`src/rtl/alu_mul_sequencer.sv`:
```
// Iterative shift-add RV64 MUL controller that borrows the shared EX ALU.
// Returns the low WIDTH bits of op_a*op_b through valid/ready handshakes.
module alu_mul_sequencer #(
  parameter int WIDTH      = 64,
  parameter bit EARLY_EXIT = 1'b1
) (
  input  logic             clk,
  input  logic             reset,
  input  logic             flush,
  input  logic             in_valid,
  output logic             in_ready,
  input  logic [WIDTH-1:0] op_a,
  input  logic [WIDTH-1:0] op_b,
  output logic             out_valid,
  input  logic             out_ready,
  output logic [WIDTH-1:0] out_result,
  output logic             busy,
  output logic [WIDTH-1:0] alu_a,
  output logic [WIDTH-1:0] alu_b,
  output logic [3:0]       alu_op,
  input  logic [WIDTH-1:0] alu_result
);

  localparam int CW = $clog2(WIDTH) + 1;
  localparam logic [CW-1:0] LAST = CW'(WIDTH - 1);

  typedef enum logic [1:0] {
    IDLE,
    RUN,
    DONE
  } state_t;

  state_t           state, state_nxt;
  logic [WIDTH-1:0] acc, acc_nxt;
  logic [WIDTH-1:0] mcand, mcand_nxt;
  logic [WIDTH-1:0] mplier, mplier_nxt;
  logic [CW-1:0]    cnt, cnt_nxt;

  always_ff @(posedge clk) begin
    if (reset || flush) begin
      state  <= IDLE;
      acc    <= '0;
      mcand  <= '0;
      mplier <= '0;
      cnt    <= '0;
    end else begin
      state  <= state_nxt;
      acc    <= acc_nxt;
      mcand  <= mcand_nxt;
      mplier <= mplier_nxt;
      cnt    <= cnt_nxt;
    end
  end

  always_comb begin
    state_nxt  = state;
    acc_nxt    = acc;
    mcand_nxt  = mcand;
    mplier_nxt = mplier;
    cnt_nxt    = cnt;
    in_ready   = 1'b0;
    out_valid  = 1'b0;
    busy       = 1'b0;
    out_result = '0;
    alu_a      = '0;
    alu_b      = '0;
    alu_op     = 4'b0000;
    unique case (state)
      IDLE: begin
        in_ready = 1'b1;
        if (in_valid) begin
          acc_nxt    = '0;
          mcand_nxt  = op_a;
          mplier_nxt = op_b;
          cnt_nxt    = '0;
          // a zero multiplier needs no ALU work at all
          if (EARLY_EXIT && op_b == '0)
            state_nxt = DONE;
          else
            state_nxt = RUN;
        end
      end
      RUN: begin
        busy   = 1'b1;
        alu_a  = acc;
        alu_b  = mcand;
        alu_op = 4'b0010;
        if (mplier[0])
          acc_nxt = alu_result;
        mcand_nxt  = mcand << 1;
        mplier_nxt = mplier >> 1;
        cnt_nxt    = cnt + 1'b1;
        // stop once no set multiplier bits remain above this one
        if (cnt == LAST || (EARLY_EXIT && mplier[WIDTH-1:1] == '0))
          state_nxt = DONE;
      end
      DONE: begin
        busy       = 1'b1;
        out_valid  = 1'b1;
        out_result = acc;
        if (out_ready)
          state_nxt = IDLE;
      end
      default: state_nxt = IDLE;
    endcase
  end

endmodule

```
`config.mk`:
```
export PLATFORM = sky130hd
export DESIGN_NAME = alu_mul_sequencer
export DESIGN_NICKNAME = d
export VERILOG_FILES = /design/src/rtl/alu_mul_sequencer.sv
export SDC_FILE = /design/constraint.sdc
export NUM_CORES = 1
export LEC_CHECK = 0
export CORE_UTILIZATION = 40
export DETAILED_ROUTE_END_ITERATION = 16
export HOLD_SLACK_MARGIN = 0.12
export PLACE_DENSITY = 0.76
export SYNTH_ARGS = -nofsm -noshare
export SYNTH_HDL_FRONTEND = slang
export SYNTH_SLANG_ARGS = --single-unit
```
`constraint.sdc`:
```
create_clock -name clk -period 2.1 [get_ports clk]
set_input_delay 0.42 -clock clk [delete_from_list [all_inputs] [get_ports clk]]
set_output_delay 0.42 -clock clk [all_outputs]
set_load 0.05 [all_outputs]
```
==> results.sh <==
export IMPL_final_common_cell="buf_12"
export IMPL_track_usage_pct=29.9
export IMPL_cts_tree="built"
export IMPL_muxShareOfSynthArea_pct=7.02
export IMPL_worstPathArrival_ps=1750
export IMPL_p_leak_nw=6.69
export IMPL_ant_nets=0
export IMPL_drv_slew=0
export IMPL_switching_share_pct=27.4
export IMPL_cts_buffers=22
export IMPL_synth_flop_cell="dfxtp_1"
export IMPL_routed_top_layer="met4"
export IMPL_path_max_fanout=12
export IMPL_fmax_mhz=460
export IMPL_synthXorXnorAreaFrac_pct=0.284
export IMPL_synth_distinct_cells=36
export IMPL_placedCellCount=1733
export IMPL_dp_hpwl_mm=24.5
export IMPL_switching_power_mw=2.85
export IMPL_wl_met2_mm=18.9
export IMPL_ir_drop_v=0.000560
export IMPL_viasPerCell=5.59
export IMPL_antenna_found_initial=2
export IMPL_finalHoldViolCount=0
export IMPL_nets=1700
export IMPL_ctsLongestPathBuffers=3
export IMPL_rsz0062_at_grt="yes"
export IMPL_fin_hold_ws_ps=500
export IMPL_power_density_nw_per_um2=592
export IMPL_nFillCells=1386
export IMPL_p_seq_share_pct=39.6
export IMPL_synth_fa_ha_area_share_pct=0.540
export IMPL_overflow=0
export IMPL_die_w_um=154
export IMPL_min_period_ps=2170
export IMPL_totalWireLength_mm=37.6
export IMPL_status="finished, violations left"
export IMPL_synth_top_family_by_area="simple AND/OR/NAND/NOR gates"
export IMPL_area_growth_pct=89.7
export IMPL_synth_compound_area_share_pct=19.0
export IMPL_dieArea_um2=23800
export IMPL_tns_ps=-7800
export IMPL_cap_violations=0
export IMPL_globalplace_congestion=0.885
export IMPL_grt_max_degree=65
export IMPL_synth_top_cell_area_share_pct=43.4
export IMPL_grt_pass1_vias=9931
export IMPL_worst_pin_slew_ps=516
export IMPL_cts_root_buf="clkbuf_16"
export IMPL_clock_skew_final_ps=9.71
export IMPL_synth_cells=1097
export IMPL_rows=55
export IMPL_cts_hold_buf=0
export IMPL_drt_initial_drc_count=629
export IMPL_required_ps=1680
export IMPL_layout_drive_gt1_share_pct=34.8
export IMPL_timing_setup_critical_path_class="flop to output pin"
export IMPL_start_util_pct=40.8
export IMPL_post_place_ws_ps=-197
export IMPL_slew_headroom_pct=65.2
export IMPL_power_frac_comb_pct=21.1
export IMPL_ioPinCount=396
export IMPL_post_route_util_pct=77.4
export IMPL_end_kind="output pin"
export IMPL_clock_power_share_pct=39.3
export IMPL_io_buffers=392
export IMPL_clkTransAtPathRegs_ps=60
export IMPL_drtPass1Iterations=5
export IMPL_synth_edf_count=0
export IMPL_wl_met1_mm=13.7
export IMPL_vias=10100
export IMPL_finalSetupViolCount=189
export IMPL_hp_class="flop to flop"
export IMPL_synthArstFlopShare_pct=0
export IMPL_ys_top_cells_by_area="dfxtp_1, and2_1, nor2_1"
export IMPL_core_area_um2=22700
export IMPL_avgSynthCellArea_um2=8.45
export IMPL_mostFrequentLayoutCells="buf_12, nor2_1, dfxtp_1"
export IMPL_insertion_delay_ps=510
export IMPL_drc_errors=0
export IMPL_violations="setup timing"
export IMPL_yosys_warnings=0
export IMPL_clkSinkCount=201
export IMPL_wl_met3_mm=3.43
export IMPL_synth_simple_area_share_pct=25.0
export IMPL_grt_pass1_wl_mm=55.7
export IMPL_syn_area_um2=9270
export IMPL_period_share_pct=104
export IMPL_synth_seq_cells=201
export IMPL_p_int_mw=7.56
export IMPL_htreeDepth=1
export IMPL_multi_input_area_um2=5370
export IMPL_yosysSeqAreaShare_pct=43.4
export IMPL_fin_ws_ps=-74.2
export IMPL_yosys_area_top_type="dfxtp_1"
export IMPL_fin_cells=1802
export IMPL_dieHeight_um=154
export IMPL_regArea_um2=4030
export IMPL_wire_per_inst_um=20.8
export IMPL_startpoint_type="flop"
==> worst max-delay path: stages, from the launching register on <==
cell and delay, ps:
dfxtp_2 340, inv_2 50, ha_4 190, buf_6 150
buf_12 150, and2_2 210, buf_12 150
==> path summary, 6_finish.rpt <==
kind,from,endpoint,slack [ps],cells past startpoint
worst min register to register,cnt[5],cnt[5],500,2
worst max-delay path,state[1],alu_a[42],-70,6
worst min-delay path,cnt[5],cnt[5],500,2
worst max register to register,mplier[1],state[0],30,6
==> cell families (layout without fill, tap and decap cells) <==
group,after synthesis,after routing
AND/OR/NAND/NOR,451,451
AO/OA/AOI/OAI,267,267
flip-flops,201,201
buffers and inverters,105,521
multiplexers,65,65
adder cells (fa/ha/maj),4,4
XOR/XNOR,3,3
other,1,5
==> per-stage QoR <==
stage | power (mW) | instance area, µm²
final | 10.4 | 17600
after global routing | 10.8 | 17600
after CTS | 10.4 | 17300
after detailed placement | 6.07 | 16000
after global placement | 6.04 | 16000
after floorplan | 5.14 | 9480
==> power by group through the flow <==
stage	Combinational, mW	Sequential (mW)	Clock, mW
2_1_floorplan	1.00	4.14	0
3_3_place_gp	1.85	4.18	0
3_5_place_dp	1.88	4.19	0
4_1_cts	2.09	4.11	4.15
5_1_grt	2.34	4.14	4.29
6_report	2.20	4.12	4.09
==> flip-flops by register name, indices dropped and copies added, names as in the netlist <==
| signal | flops |
|---|---|
| acc | 64 |
| state | 2 |
| cnt | 7 |
| mcand | 64 |
| mplier | 64 |
==> cells in the mapped netlist, types with 2 or more instances <==
| library cell | instances |
|---|---|
| o22ai_1 | 63 |
| a211oi_1 | 63 |
| nand2_1 | 6 |
| buf_1 | 7 |
| ha_1 | 4 |
| inv_1 | 4 |
| and2_1 | 192 |
| dfxtp_1 | 201 |
| nor2_1 | 200 |
| xor2_1 | 3 |
| nor4_1 | 31 |
| buf_4 | 3 |
| or3_1 | 2 |
| a22oi_1 | 66 |
| clkbuf_1 | 66 |
| mux2i_1 | 65 |
| nand4_1 | 11 |
| buf_2 | 25 |
| o21ai_0 | 66 |
| a21oi_1 | 3 |
==> per-layer routing <==
layer,up-vias,track usage (%)
met1,4793,32.7
met4,0,12.6
met3,95,8.55
li1,4692,-
met5,-,0
met2,489,53.8
==> cell type report <==
cell class	instances	share of cell area (%)
Clock inverter	9	0.726
Tap cell	285	2.03
Timing Repair Buffer	477	40.1
Antenna cell	2	0.0285
Sequential cell	201	22.9
Multi-Input combinational cell	793	30.5
Clock buffer	31	3.62
Inverter	4	0.0854
==> repair_timing <==
action,in CTS,in global routing
endpoints found under the hold margin,0,0
pin swaps,34,61
endpoints found under the setup margin,194,205
resized for setup,147,28
setup buffers,8,5
gates cloned,9,5
No activity file was read; power rests on OpenSTA's default activity.
